--- config.mk ---
export PLATFORM = sky130hd
export DESIGN_NAME = tt_um_buzzer_monitor_flat
export DESIGN_NICKNAME = d
export VERILOG_FILES = /design/src/rtl/tt_um_buzzer_monitor_if.sv /design/src/rtl/tt_um_buzzer_monitor.sv /design/src/flat_wrapper.sv
export SDC_FILE = /design/constraint.sdc
export NUM_CORES = 1
export LEC_CHECK = 0
export CAP_MARGIN = 20
export CELL_PAD_IN_SITES_DETAIL_PLACEMENT = 0
export CELL_PAD_IN_SITES_GLOBAL_PLACEMENT = 1
export CORE_ASPECT_RATIO = 1.4
export CORE_UTILIZATION = 47
export CTS_CLUSTER_DIAMETER = 100
export DETAILED_ROUTE_END_ITERATION = 12
export GPL_TIMING_DRIVEN = 1
export PLACE_DENSITY = 0.84
export SETUP_SLACK_MARGIN = 0.2
export SLEW_MARGIN = 20
export SYNTH_ARGS = -nofsm -noshare
export SYNTH_HDL_FRONTEND = slang
export SYNTH_SLANG_ARGS = --single-unit
--- constraint.sdc ---
create_clock -name clk -period 3.2 [get_ports clk]
set_input_delay 0.64 -clock clk [delete_from_list [all_inputs] [get_ports clk]]
set_output_delay 0.64 -clock clk [all_outputs]
set_load 0.01 [all_outputs]
--- src/rtl/tt_um_buzzer_monitor_if.sv ---
// Pin bundle of the buzzer monitor: enable, input byte and output byte.
// The stimulus side owns ena/ui; the monitor drives uo.
interface tt_um_buzzer_monitor_if;
  logic       ena;
  logic [7:0] ui;
  logic [7:0] uo;

  modport master (output ena, output ui, input uo);
  modport slave  (input ena, input ui, output uo);
endinterface

--- src/rtl/tt_um_buzzer_monitor.sv ---
// Buzzer pulse monitor: checks single-line pulses on three lines for width and overlap,
// counts valid pulses per line and exposes counts/flags through a selectable nibble.
//
// state  | meaning
// IDLE   | all lines low, waiting for a rise
// ACTIVE | one line high, measuring its width
// FAULT  | overlap seen, waiting for all lines low
module tt_um_buzzer_monitor #(
  parameter int WMIN = 24,
  parameter int WMAX = 40
) (
  input  logic                        clk,
  input  logic                        rst_n,
  tt_um_buzzer_monitor_if.slave       bus
);

  localparam logic [5:0] LP_WMIN = 6'(WMIN);
  localparam logic [5:0] LP_WMAX = 6'(WMAX);

  typedef enum logic [1:0] {
    ST_IDLE   = 2'd0,
    ST_ACTIVE = 2'd1,
    ST_FAULT  = 2'd2
  } state_t;

  state_t     r_state;
  state_t     w_state_nxt;
  logic [2:0] r_s;
  logic [5:0] r_w;
  logic [5:0] w_w_nxt;
  logic [1:0] r_ch;
  logic [1:0] w_ch_nxt;
  logic [3:0] r_cnt1;
  logic [3:0] r_cnt2;
  logic [3:0] r_cnt3;
  logic [1:0] r_last_ch;
  logic       r_width_err;
  logic       r_overlap_err;
  logic       r_strobe;

  logic       w_onehot;
  logic [1:0] w_enc;
  logic [2:0] w_ch_mask;
  logic       w_valid;
  logic       w_set_werr;
  logic       w_set_oerr;
  logic       w_clr;
  logic [3:0] w_nib;
  logic       w_unused;

  assign w_clr    = bus.ui[5];
  assign w_unused = &{1'b0, bus.ui[7:6]};

  always_comb begin
    w_onehot = 1'b0;
    w_enc    = 2'd0;
    case (r_s)
      3'b001: begin w_onehot = 1'b1; w_enc = 2'd1; end
      3'b010: begin w_onehot = 1'b1; w_enc = 2'd2; end
      3'b100: begin w_onehot = 1'b1; w_enc = 2'd3; end
      default: ;
    endcase
  end

  always_comb begin
    case (r_ch)
      2'd1:    w_ch_mask = 3'b001;
      2'd2:    w_ch_mask = 3'b010;
      2'd3:    w_ch_mask = 3'b100;
      default: w_ch_mask = 3'b000;
    endcase
  end

  always_comb begin
    w_state_nxt = r_state;
    w_w_nxt     = r_w;
    w_ch_nxt    = r_ch;
    w_valid     = 1'b0;
    w_set_werr  = 1'b0;
    w_set_oerr  = 1'b0;
    case (r_state)
      ST_IDLE: begin
        if (r_s != 3'b000) begin
          if (w_onehot) begin
            w_state_nxt = ST_ACTIVE;
            w_ch_nxt    = w_enc;
            w_w_nxt     = 6'd1;
          end else begin
            w_state_nxt = ST_FAULT;
            w_set_oerr  = 1'b1;
          end
        end
      end
      ST_ACTIVE: begin
        // A foreign line wins over the latched line's own level.
        if ((r_s & ~w_ch_mask) != 3'b000) begin
          w_state_nxt = ST_FAULT;
          w_set_oerr  = 1'b1;
        end else if ((r_s & w_ch_mask) != 3'b000) begin
          if (r_w != 6'd63) w_w_nxt = r_w + 6'd1;
        end else begin
          w_state_nxt = ST_IDLE;
          if (r_w >= LP_WMIN && r_w <= LP_WMAX) w_valid = 1'b1;
          else                                  w_set_werr = 1'b1;
        end
      end
      ST_FAULT: begin
        if (r_s == 3'b000) w_state_nxt = ST_IDLE;
      end
      default: w_state_nxt = ST_IDLE;
    endcase
  end

  always_ff @(posedge clk or negedge rst_n) begin
    if (!rst_n) begin
      r_s     <= 3'b000;
      r_state <= ST_IDLE;
      r_w     <= 6'd0;
      r_ch    <= 2'd0;
    end else if (bus.ena) begin
      r_s     <= bus.ui[2:0];
      r_state <= w_state_nxt;
      r_w     <= w_w_nxt;
      r_ch    <= w_ch_nxt;
    end
  end

  always_ff @(posedge clk or negedge rst_n) begin
    if (!rst_n) begin
      r_cnt1        <= 4'd0;
      r_cnt2        <= 4'd0;
      r_cnt3        <= 4'd0;
      r_last_ch     <= 2'd0;
      r_width_err   <= 1'b0;
      r_overlap_err <= 1'b0;
      r_strobe      <= 1'b0;
    end else if (bus.ena) begin
      // Clear beats a same-cycle event or flag set, but the strobe still fires.
      if (w_clr) begin
        r_cnt1        <= 4'd0;
        r_cnt2        <= 4'd0;
        r_cnt3        <= 4'd0;
        r_last_ch     <= 2'd0;
        r_width_err   <= 1'b0;
        r_overlap_err <= 1'b0;
      end else begin
        if (w_valid) begin
          r_last_ch <= r_ch;
          case (r_ch)
            2'd1:    if (r_cnt1 != 4'hF) r_cnt1 <= r_cnt1 + 4'd1;
            2'd2:    if (r_cnt2 != 4'hF) r_cnt2 <= r_cnt2 + 4'd1;
            2'd3:    if (r_cnt3 != 4'hF) r_cnt3 <= r_cnt3 + 4'd1;
            default: ;
          endcase
        end
        if (w_set_werr) r_width_err   <= 1'b1;
        if (w_set_oerr) r_overlap_err <= 1'b1;
      end
      r_strobe <= w_valid;
    end
  end

  always_comb begin
    case (bus.ui[4:3])
      2'd0:    w_nib = r_cnt1;
      2'd1:    w_nib = r_cnt2;
      2'd2:    w_nib = r_cnt3;
      default: w_nib = {r_last_ch, r_width_err, r_overlap_err};
    endcase
  end

  assign bus.uo = {1'b0,
                   r_width_err | r_overlap_err,
                   (r_state != ST_IDLE),
                   r_strobe & bus.ena,
                   w_nib};

endmodule

--- src/flat_wrapper.sv ---
// flat-port wrapper written by rule: the top's interface ports become plain ports
module tt_um_buzzer_monitor_flat 
#(
  parameter int WMIN = 24,
  parameter int WMAX = 40
)
  (clk, rst_n, bus_ena, bus_ui, bus_uo);
  tt_um_buzzer_monitor_if bus_i ();
  input  logic clk;
  input  logic rst_n;
  input wire logic [$bits(bus_i.ena)-1:0] bus_ena;
  input wire logic [$bits(bus_i.ui)-1:0] bus_ui;
  output wire logic [$bits(bus_i.uo)-1:0] bus_uo;
  assign bus_i.ena = bus_ena;
  assign bus_i.ui = bus_ui;
  assign bus_uo = bus_i.uo;
  tt_um_buzzer_monitor #(.WMIN(WMIN), .WMAX(WMAX)) u_core (.clk(clk), .rst_n(rst_n), .bus(bus_i));
endmodule
## Yosys cells after proc, flatten, opt, wreduce, memory -nomap -nowiden

Index checks and enable logic that the tools add are counted.
Widths: inputs -> output; s select.

- Order comparisons: 2
- Reductions and logical operators: 28
- Bitwise operators: 5
- Eq/ne operators: 21
- $add $sub $neg: 4
- Multiplexer cells: 46

Operators by type and width:

| operator | number |
|---|---|
| $mux 4 | 12 |
| $mux 6 | 5 |
| $reduce_bool 2->1 | 11 |
| $reduce_and 4->1 | 5 |
| $mux 1 | 16 |
| $mux 2 | 7 |
| $add 4x1->4 const B | 3 |
| $ne 4x4->1 const B | 3 |
| $pmux 2 s3 | 2 |
| $pmux 4 s3 | 1 |
| $pmux 6 s2 | 1 |
| $ne 2x1->1 const B | 5 |
| $pmux 3 s3 | 1 |
| $reduce_bool 3->1 | 3 |
| $eq 2x2->1 const B | 4 |
| $reduce_and 7->1 | 1 |
| $add 6x1->6 const B | 1 |
| $and 3x3->3 | 2 |
| $eq 2x1->1 const B | 3 |
| $ge 6x5->1 const B | 1 |
| $le 6x6->1 const B | 1 |
| $ne 6x6->1 const B | 1 |
| $reduce_and 2->1 | 3 |
| $logic_not 2->1 | 2 |
| other kinds (12) | 12 |

- Register bits after elaboration: 30
- Input port bits: 11
- Output and inout bits: 8
- Logic and storage cells: 117

## Logic depth before layout (Yosys ltp)

Gate-level depths: netlist (run 1).

- Word-level depth: 9
- Mapped depth: 8
- Gate-level depth less buffers: 8

## Least setup slack after synthesis (run 1)

No wires, ideal clock.

- Path type: input port to flip-flop
- Start: input bus_ena
- End: register u_core.r_w[4]
- Stages on the path: 7
- Arrival: 1809 ps
- Path buffers: 1
- Slack: 1264 ps
- Required time: 3073 ps
- Library setup time: 127 ps
- Path through: buf_2 and2b_1 o211ai_2 a31oi_4 o21a_2 nand4_1 mux2_1

- Word-level cells in the longest chain between the ends: 1

RTL lines:

| element | line | RTL |
|---|---|---|
| from (decl) | flat_wrapper.sv:11 | `input wire logic [$bits(bus_i.ena)-1:0] bus_ena;` |
| $reduce_and 7->1 (no line) | - |  |
| to (signal assigned) | tt_um_buzzer_monitor.sv:123 | `r_w <= w_w_nxt;` |
| to (decl) | tt_um_buzzer_monitor.sv:29 | `logic [5:0] r_w;` |

Every way passes these cells.
A chain may end at the register's enable or synchronous reset.

## Worst setup path in the final report (run 1)

- Start: input bus_ui[3]
- End: output bus_uo[0]

- Word-level cells in the longest chain between the ends: 2
- Elaborated cells on any way between the ends: 4
- Those cells by class: eq/ne (2); mux (1); reduce/logical (1)

RTL lines:

| element | line | RTL |
|---|---|---|
| from (decl) | flat_wrapper.sv:12 | `input wire logic [$bits(bus_i.ui)-1:0] bus_ui;` |
| $eq 2x2->1, or another cell as far along | tt_um_buzzer_monitor.sv:164 | `case (bus.ui[4:3])` |
| $pmux 4 s3 * | tt_um_buzzer_monitor.sv:164 |  |
| to (decl) | flat_wrapper.sv:13 | `output wire logic [$bits(bus_i.uo)-1:0] bus_uo;` |

Mark *: on every way between the ends. The rest lies on a longest branch, timed or not.

==> results of run 1 <==
==> cell families after synthesis <==
logic type | after synthesis | synth area share [%]
adder cells (fa/ha/maj) | 5 | 3.33
buffers and inverters | 26 | 6.52
multiplexers | 14 | 10.6
flip-flops | 30 | 39.9
AND/OR/NAND/NOR | 64 | 18.2
AO/OA/AOI/OAI | 39 | 15.6
XOR/XNOR | 12 | 5.59
other | 1 | 0.199
==> flip-flops by register name, indices dropped and copies added (netlist names) <==
register and flops:
u_core.r_overlap_err 1, u_core.r_cnt2 4, u_core.r_ch 2, u_core.r_w 6
u_core.r_s 3, u_core.r_state 2, u_core.r_last_ch 2, u_core.r_strobe 1
u_core.r_cnt1 4, u_core.r_cnt3 4, u_core.r_width_err 1
==> critical path, stage by stage <==
cell             delay, ns
clkdlybuf4s50_1       0.59
mux4_2                0.54
clkdlybuf4s50_1       0.49
==> power by group <==
group | internal [W] | switching (W) | total (W)
registers | 0.000444 | 0.0000909 | 0.000534
logic | 0.000169 | 0.000169 | 0.000338
clock network | 0.000165 | 0.000128 | 0.000294
==> placed cells by master (no fill, tap or decap), types with 4 or more instances in the layout <==
master and n:
a21oi_1 4, clkbuf_8 6, nand2_1 5, ha_1 5
dfrtp_1 30, mux4_2 4, o21ai_0 10, clkdlybuf4s50_1 15
nor2_1 23, nand3_1 8, nand2b_1 5, o22ai_1 8
mux2_2 5, inv_1 16, xnor2_1 9, nor3_1 4
==> metrics by stage <==
step	power, W	utilization [%]	worst slack [ns]
floorplan	0.000770	-	1.26
global placement	0.000860	54.4	0.317
detailed placement	0.000880	54.4	0.285
CTS	0.00118	56.6	0.284
global route	0.00124	56.6	0.240
finish	0.00117	56.6	0.300
==> metal layers <==
layer  global-route usage (%)  vias up
li1                         -      696
met1                     23.2      683
met5                        0        -
met4                     8.50        0
met3                     4.72       11
met2                     34.0       40
==> cell type report <==
| class | count | area (sq um) | share of cell area (%) |
|---|---|---|---|
| Inverter | 16 | 60.1 | 2.84 |
| Sequential cell | 30 | 751 | 35.4 |
| Timing Repair Buffer | 17 | 165 | 7.80 |
| Multi-Input combinational cell | 135 | 1010 | 47.5 |
| Tap cell | 42 | 52.6 | 2.48 |
| Clock buffer | 6 | 82.6 | 3.90 |
==> worst max path at each step <==
stage	slack (ns)	endpoint
2_1_floorplan	1.26	u_core.r_w[4]
3_3_place_gp	0.32	bus_uo[0]
3_5_place_dp	0.29	bus_uo[0]
4_1_cts	0.28	bus_uo[0]
5_1_grt	0.24	bus_uo[0]
6_report	0.30	bus_uo[0]
==> Yosys cell counts (all sizes together), types with 2 or more instances <==
master   count  area, sq um
o21a         2         16.3
mux2i        3         30.0
o2111ai      3         43.8
mux2         7         78.8
xor2         3         26.3
nand2b       5         31.3
o211ai       4         35.0
nand2        5         18.8
and3         3         23.8
and2         2         12.5
nor3         5         36.3
mux4         4         90.1
inv         16         60.1
a21oi        6         37.5
dfrtp       30          751
buf          7         51.3
nand3        8         40.0
nor2b        2         12.5
a21o         2         15.0
and2b        3         22.5
xnor2        9         78.8
ha           5         62.6
nor2        23         86.3
clkbuf       3         11.3
o22ai        8         50.1
o21ai       10         50.1
==> summary.txt, run 1 <==
Routing
  – Met3 wire length: 188 um
  – Met2 WL: around 2000 um
  – Wire per inst: between 15 and 20 um
  – Final WL: approximately 3800 um
  – DR vias: roughly 1,400
  – Routed Antenna Nets: 0
  – Max Used Layer: met4
  – Drt first pass iters: 4
  – Drc violations: 0
  – Vias/cell: between 5 and 6
  – DR iter-0 viols: 43
  – Met1 wire length: approximately 1500 um

Hold path
  – Hold Path Class: register to register
  – Worst hold stages: 2
  – Hold Crit Endpoint: u_core.r_strobe
  – Hold path start: u_core.r_strobe

Floorplan
  – Chip width: approximately 55 um
  – Die area: roughly 4300 sq um
  – Std-Cell Rows: 26
  – Die Y: 76.8 um
  – Starting Density: 50.3%
  – Core ar.: 3740 sq um
  – # IOs: 19

Critical path
  – Startpoint types: input pin
  – CP required: 2.56 ns
  – Reg2Reg Depth: 6
  – CP Capture Type: output port
  – Critical Path Fanout Max: 4
  – Critical R2R Launch: u_core.r_s[1]
  – Worst Path Arrival: 2.26 ns
  – CP Launch Point: bus_ui[3]
  – R2R Path End: u_core.r_w[4]
  – Crit Path Category: input pin to output port
  – Reg2reg setup slack: approximately 1.2 ns

Timing
  – Crit share post-route: 90.6%
  – Final hold vios: 0
  – Unrepaired setup endpoints after global routing: no
  – Worst slew pin tran: about 0.52 ns
  – TNS Setup: 0 ns
  – Max Freq: 345 MHz
  – Final Max Tran Viols: 0
  – Hold WS: 0.519 ns
  – Clock skew: approximately 0.0044 ns
  – Fin crit period: roughly 2.9 ns
  – Setup violators final: 0
  – Slew headroom: roughly two thirds

Yosys
  – Yosys reg bits: 30
  – Syn Area/Cell: about 9.8 sq um
  – Post-synth EDFFs: 0
  – Cell area after synthesis: 1880 sq um
  – Most used DFF post-synth: dfrtp_1
  – Yosys warns: 0
  – Distinct cells, synth: 49
  – Syn nets: slightly above 200
  – Asr flop ratio synth: 100%
  – Cells after synthesis: ~190
  – Post-synthesis sequential area ratio: ~40%

Place
  – Placed cell area: just over 2000 sq um
  – HPWL Detailed: about 2900 um
  – Gpl congestion: a little over 0.8
  – Placed Instances: between 200 and 250
  – Number of port buffers: 15

Clocking
  – Hold Buf Count CTS: 0
  – Root buf cell: clkbuf_8
  – Clock slew at reported path FFs: 0.05 ns
  – H-Tree Depth: 2
  – CTS tree: built
  – Cts bufs inserted: 5
  – Max clock buf depth: 2
  – Setup bufs post-CTS: 0
  – Clock sink count: 30
  – Clk Latency, worst-skew pair: about 0.28 ns
  – Gates resized, CTS repair: 0

Global route
  – Aggregate global-route resource usage: 19.8%
  – Largest net degree at the start of global routing: 31
  – Remaining Overflow, GRT: 0
  – Vias in the first global route: approximately 1,400
  – Initial antenna violation count: 0
  – First-pass GRT wire length: 6570 um

Power and ir drop
  – Leakage: 0.879 nW
  – PD cells: between 500 and 600 nW/um^2
  – Worst-case vdd ir drop: between 300 and 400 uV

Layout
  – Filler cells: between 300 and 400
  – Layout area overhead: 12.6%
  – Nets: around 220
  – Fin area: 2120 sq um
  – Share of layout cells above drive strength 1: 12.7%
  – Antenna Cells: 0
  – Fin cells: 246

Status
  – Status: finished, final reports clean

Flow run
  – Max cap viols: 0
(Power assumes the default switching activity.)
==> run 2, diff against run 1 <==
CORE_UTILIZATION = 30   (was 47)
HOLD_SLACK_MARGIN = 0.08   (was default)
MAX_ROUTING_LAYER = met4   (was default)
PLACE_DENSITY = 0.58   (was 0.84)
==> summary.txt, run 2 (synthesis gave the netlist of run 1 again) <==
Clocking
  – CTS tree: built (unchanged)
  – Setup bufs post-CTS: 0 (unchanged)
  – Clk Latency, worst-skew pair: 0.29 ns (was 0.28 ns)
  – Root buf cell: clkbuf_8 (unchanged)
  – Cts bufs inserted: 5 (unchanged)
  – Clock sink count: 30 (unchanged)
  – H-Tree Depth: 2 (unchanged)
  – Hold Buf Count CTS: 0 (unchanged)
  – Gates resized, CTS repair: 0 (unchanged)
  – Max clock buf depth: 2 (unchanged)
  – Clock slew at reported path FFs: 0.06 ns (was 0.05 ns)

Timing
  – Fin crit period: 2.89 ns (was 2.90 ns)
  – Max Freq: 346 MHz (was 345 MHz)
  – Final hold vios: 0 (unchanged)
  – Setup ws final: 0.306 ns (was 0.300 ns)
  – Unrepaired setup endpoints after global routing: no (unchanged)
  – Crit share post-route: 90.4% (was 90.6%)
  – Setup violators final: 0 (unchanged)
  – Final Max Tran Viols: 0 (unchanged)
  – TNS Setup: 0 ns (unchanged)
  – Clock skew: 0.00684 ns (was 0.00436 ns)

Routing
  – Final WL: 4210 um (was 3780 um)
  – DR vias: 1,454 (was 1,430)
  – Routed Antenna Nets: 0 (unchanged)
  – Vias/cell: 5.27 (was 5.81)
  – Drt first pass iters: 4 (unchanged)
  – DR iter-0 viols: 63 (was 43)
  – Drc violations: 0 (unchanged)
  – Wire per inst: 15.3 um (was 15.4 um)

Power and ir drop
  – Worst-case vdd ir drop: 363 uV (was 355 uV)
  – Leakage: 0.894 nW (was 0.879 nW)
  – PD cells: 578 nW/um^2 (was 550 nW/um^2)
  – Tot Pwr: 0.00126 W (was 0.00117 W)

Hold path
  – Worst hold stages: 2 (unchanged)
  – Hold Path Class: register to register (unchanged)

Place
  – Pre-CTS WS: 0.292 ns (was 0.285 ns)
  – Number of port buffers: 15 (unchanged)
  – HPWL Detailed: 3150 um (was 2880 um)
  – Placed Instances: 268 (was 240)
  – Gpl congestion: 0.817 (was 0.829)
  – Placed cell area: 2070 sq um (was 2040 sq um)

Critical path
  – Critical path cell sequence: clkdlybuf4s50_1 > mux4_2 > clkdlybuf4s50_1 (unchanged)
  – Worst Path Arrival: 2.25 ns (was 2.26 ns)
  – R2R Path End: u_core.r_w[4] (unchanged)
  – Cell depth of the worst setup path: 3 (unchanged)
  – CP Capture Type: output port (unchanged)
  – Delay-heaviest family, CP: buffers and inverters (unchanged)
  – Setup crit end: bus_uo[0] (unchanged)
  – Reg2reg setup slack: 1.20 ns (was 1.21 ns)
  – Reg2Reg Depth: 6 (unchanged)
  – Critical Path Fanout Max: 4 (unchanged)
  – Worst path slowest cell: clkdlybuf4s50_1 (unchanged)
  – Critical R2R Launch: u_core.r_s[0] (was u_core.r_s[1])
  – Buffer and inverter count on the worst path: 2 (unchanged)
  – Critical path's most frequent cell: clkdlybuf4s50_1 (unchanged)
  – Crit Path Category: input pin to output port (unchanged)
  – CP Launch Point: bus_ui[3] (unchanged)
  – Startpoint types: input pin (unchanged)
  – Max stage delay on crit path: 0.59 ns (about the same)
  – CP required: 2.56 ns (about the same)

Floorplan
  – Die Y: 95.7 um (was 76.8 um)
  – Core ar.: 5950 sq um (was 3740 sq um)
  – Die area: 6590 sq um (was 4260 sq um)
  – Std-Cell Rows: 33 (was 26)
  – # IOs: 19 (unchanged)
  – Starting Density: 31.6% (was 50.3%)
  – Chip width: 68.9 um (was 55.5 um)

Flow run
  – Max cap viols: 0 (unchanged)

Layout
  – Commonest non-fill, non-tap cell in the layout: dfrtp_1 (unchanged)
  – Biggest register: u_core.r_w (unchanged)
  – Fin cells: 276 (was 246)
  – Number of flip-flops in the largest register: 6 (unchanged)
  – Share of layout cells above drive strength 1: 13.6% (was 12.7%)
  – Antenna Cells: 0 (unchanged)
  – Nets: 221 (unchanged)
  – Layout area overhead: 15.9% (was 12.6%)
  – Most frequent cells in the layout: dfrtp_1 (30), nor2_1 (23), inv_1 (16), clkdlybuf4s50_1 (15), o21ai_0 (10) (unchanged)
  – Fin area: 2180 sq um (was 2120 sq um)

Global route
  – Remaining Overflow, GRT: 0 (unchanged)
  – Aggregate global-route resource usage: 15.6% (was 19.8%)
  – Initial antenna violation count: 0 (unchanged)
  – First-pass GRT wire length: 7110 um (was 6570 um)
  – Largest net degree at the start of global routing: 31 (unchanged)
  – Vias in the first global route: 1,485 (was 1,449)

Status
  – Status: finished, final reports clean (unchanged)
-- run 2: tightest hold or removal path: cells and delay by family (launching register included) --
| kind | cells | cell delay [ns] |
|---|---|---|
| DFF | 1 | 0.36 |
| and+or+nand+nor | 2 | 0.12 |
-- run 2: stage by stage --
step / utilization [%] / hold slack [ns]
after floorplan: - / 0.344
after global placement: 34.8 / 0.505
after detailed placement: 34.8 / 0.514
after CTS: 36.7 / 0.526
after global routing: 36.7 / 0.565
final: 36.7 / 0.525
-- run 2: area by class of cell --
cell class                      count  area, sq um
Multi-Input combinational cell    135         1010
Clock buffer                        5         68.8
Sequential cell                    30          751
Tap cell                           70         87.6
Fill cell                         626         3770
Clock inverter                      3         40.0
Inverter                           16         60.1
Timing Repair Buffer               17          165
-- run 2: worst min path at each step --
| stage | from | endpoint | slack, ns |
|---|---|---|---|
| floorplan | rst_n | u_core.r_ch[0] | 0.34 |
| global placement | u_core.r_last_ch[1] | u_core.r_last_ch[1] | 0.50 |
| detailed placement | u_core.r_strobe | u_core.r_strobe | 0.51 |
| CTS | u_core.r_strobe | u_core.r_strobe | 0.53 |
| global route | u_core.r_last_ch[0] | u_core.r_last_ch[0] | 0.56 |
| finish | u_core.r_overlap_err | u_core.r_overlap_err | 0.53 |
-- run 2: power breakdown --
part / total [W] / leakage (nW) / internal, W / switching [W]
logic: 0.000344 / 0.440 / 0.000169 / 0.000175
clock network: 0.000379 / 0.0579 / 0.000229 / 0.000150
registers: 0.000538 / 0.396 / 0.000443 / 0.0000947
-- run 2: metal layers --
metal  wire (um)  global-route usage, %
met1        1710                   16.4
met2        2260                   26.9
met5           0                      -
met4         102                   6.97
met3         141                   3.59
==> run 3, diff against run 2 <==
REMOVE_ABC_BUFFERS = 1   (was default)
==> summary.txt, run 3 (synthesis gave the netlist of run 1 again) <==
Status
  – Status: finished, final reports clean (unchanged)

Routing
  – Final WL: 4040 um (was 4210 um)
  – Drt first pass iters: 4 (unchanged)
  – Met2 WL: 2060 um (was 2260 um)
  – DR iter-0 viols: 46 (was 63)
  – DR vias: 1,407 (was 1,454)
  – Routed Antenna Nets: 0 (unchanged)
  – Drc violations: 0 (unchanged)
  – Wire per inst: 14.6 um (was 15.3 um)
  – Vias/cell: 5.10 (was 5.27)
  – Met3 wire length: 141 um (unchanged)
  – Max Used Layer: met4 (unchanged)
  – Met1 wire length: 1760 um (was 1710 um)

Timing
  – Setup violators final: 0 (unchanged)
  – Unrepaired setup endpoints after global routing: no (unchanged)
  – TNS Setup: 0 ns (unchanged)
  – Final Max Tran Viols: 0 (unchanged)
  – Setup ws final: 0.296 ns (was 0.306 ns)
  – Clock skew: 0.00211 ns (was 0.00684 ns)
  – Final hold vios: 0 (unchanged)
  – Fin crit period: 2.90 ns (was 2.89 ns)
  – Max Freq: 344 MHz (was 346 MHz)
  – Crit share post-route: 90.8% (was 90.4%)

Place
  – Pre-CTS WS: 0.285 ns (was 0.292 ns)
  – Gpl congestion: 0.752 (was 0.817)
  – Number of port buffers: 15 (unchanged)
  – HPWL Detailed: 3000 um (was 3150 um)
  – Placed Instances: 268 (unchanged)

Floorplan
  – Starting Density: 31.6% (unchanged)
  – Die area: 6590 sq um (unchanged)
  – Core ar.: 5950 sq um (unchanged)
  – Std-Cell Rows: 33 (unchanged)
  – Chip width: 68.9 um (unchanged)
  – Die Y: 95.7 um (unchanged)
  – # IOs: 19 (unchanged)

Layout
  – Layout area overhead: 15.0% (was 15.9%)
  – Share of layout cells above drive strength 1: 13.1% (was 13.6%)
  – Commonest non-fill, non-tap cell in the layout: dfrtp_1 (unchanged)
  – Final design utilization: 36.4% (was 36.7%)
  – Antenna Cells: 0 (unchanged)
  – Fin cells: 276 (unchanged)
  – Biggest register: u_core.r_w (unchanged)
  – Nets: 221 (unchanged)
  – Most frequent cells in the layout: dfrtp_1 (30), nor2_1 (23), inv_1 (16), clkdlybuf4s50_1 (15), o21ai_0 (10) (unchanged)
  – Number of flip-flops in the largest register: 6 (unchanged)

Global route
  – Vias in the first global route: 1,426 (was 1,485)
  – Initial antenna violation count: 0 (unchanged)
  – Remaining Overflow, GRT: 0 (unchanged)
  – First-pass GRT wire length: 7110 um (about the same)
  – Largest net degree at the start of global routing: 31 (unchanged)
  – Aggregate global-route resource usage: 15.5% (was 15.6%)

Power and ir drop
  – Worst-case vdd ir drop: 221 uV (was 363 uV)
  – Leakage: 0.884 nW (was 0.894 nW)
  – PD cells: 552 nW/um^2 (was 578 nW/um^2)

Clocking
  – Cts bufs inserted: 5 (unchanged)
  – Clk Latency, worst-skew pair: 0.28 ns (was 0.29 ns)
  – Clock sink count: 30 (unchanged)
  – Clock slew at reported path FFs: 0.06 ns (about the same)
  – Root buf cell: clkbuf_8 (unchanged)
  – Max clock buf depth: 2 (unchanged)
  – CTS tree: built (unchanged)
  – H-Tree Depth: 2 (unchanged)
  – Setup bufs post-CTS: 0 (unchanged)
  – Gates resized, CTS repair: 0 (unchanged)
  – Hold Buf Count CTS: 0 (unchanged)

Critical path
  – CP Capture Type: output port (unchanged)
  – CP required: 2.56 ns (about the same)
  – Worst Path Arrival: 2.26 ns (was 2.25 ns)
  – Startpoint types: input pin (unchanged)
  – Crit Path Category: input pin to output port (unchanged)
  – Critical Path Fanout Max: 4 (unchanged)

Flow run
  – Max cap viols: 0 (unchanged)

Hold path
  – Hold Path Class: register to register (unchanged)
## run 3: changes by cell type in the layout (fill, tap and decap cells not counted), sizes merged
cell,change
bufinv,-1
clkbuf,+2
clkinv,-1
## run 3: worst paths after layout
| path | startpoint | end | slack (ns) | cells after the start |
|---|---|---|---|---|
| worst max-delay path | bus_ui[3] | bus_uo[0] | 0.30 | 3 |
| worst min-delay path | u_core.r_width_err | u_core.r_width_err | 0.53 | 2 |
| worst max register to register | u_core.r_s[0] | u_core.r_w[4] | 1.19 | 6 |
| worst min register to register | u_core.r_width_err | u_core.r_width_err | 0.53 | 2 |
| max in group asynchronous | rst_n | u_core.r_w[0] | 2.15 | 2 |
| min in group asynchronous | rst_n | u_core.r_cnt1[1] | 0.77 | 2 |
## run 3: routing by layer
layer,GRT usage (%),vias to the layer above
li1,-,701
met1,17.7,677
met4,5.61,0
met2,25.7,23
met5,-,-
met3,3.71,6
## run 3: power by group
part           internal (W)  total [W]  switching, W  leakage, nW
sequential         0.000443   0.000535     0.0000920        0.396
clock              0.000173   0.000317      0.000144       0.0482
combinational      0.000169   0.000340      0.000171        0.440
## run 3: cell type report
class / count / area, sq um
fillers: 605 / 3780
multi-input cells: 135 / 1010
flip-flops and latches: 30 / 751
repair buffers: 17 / 165
well taps: 70 / 87.6
clock buffers: 7 / 86.3
inverters: 16 / 60.1
clock inverters: 1 / 5.00
## run 3: per-stage QoR
step	instance area, sq um	hold WS, ns	power, W
3_5_place_dp	2070	0.517	0.000885
6_report	2160	0.526	0.00119
3_3_place_gp	2070	0.510	0.000876
5_1_grt	2160	0.572	0.00129
2_1_floorplan	1820	0.344	0.000753
4_1_cts	2160	0.532	0.00121
## run 3: worst max-delay path, stage by stage
cell and delay, ns:
clkdlybuf4s50_1 0.60, mux4_2 0.54, clkdlybuf4s50_1 0.49
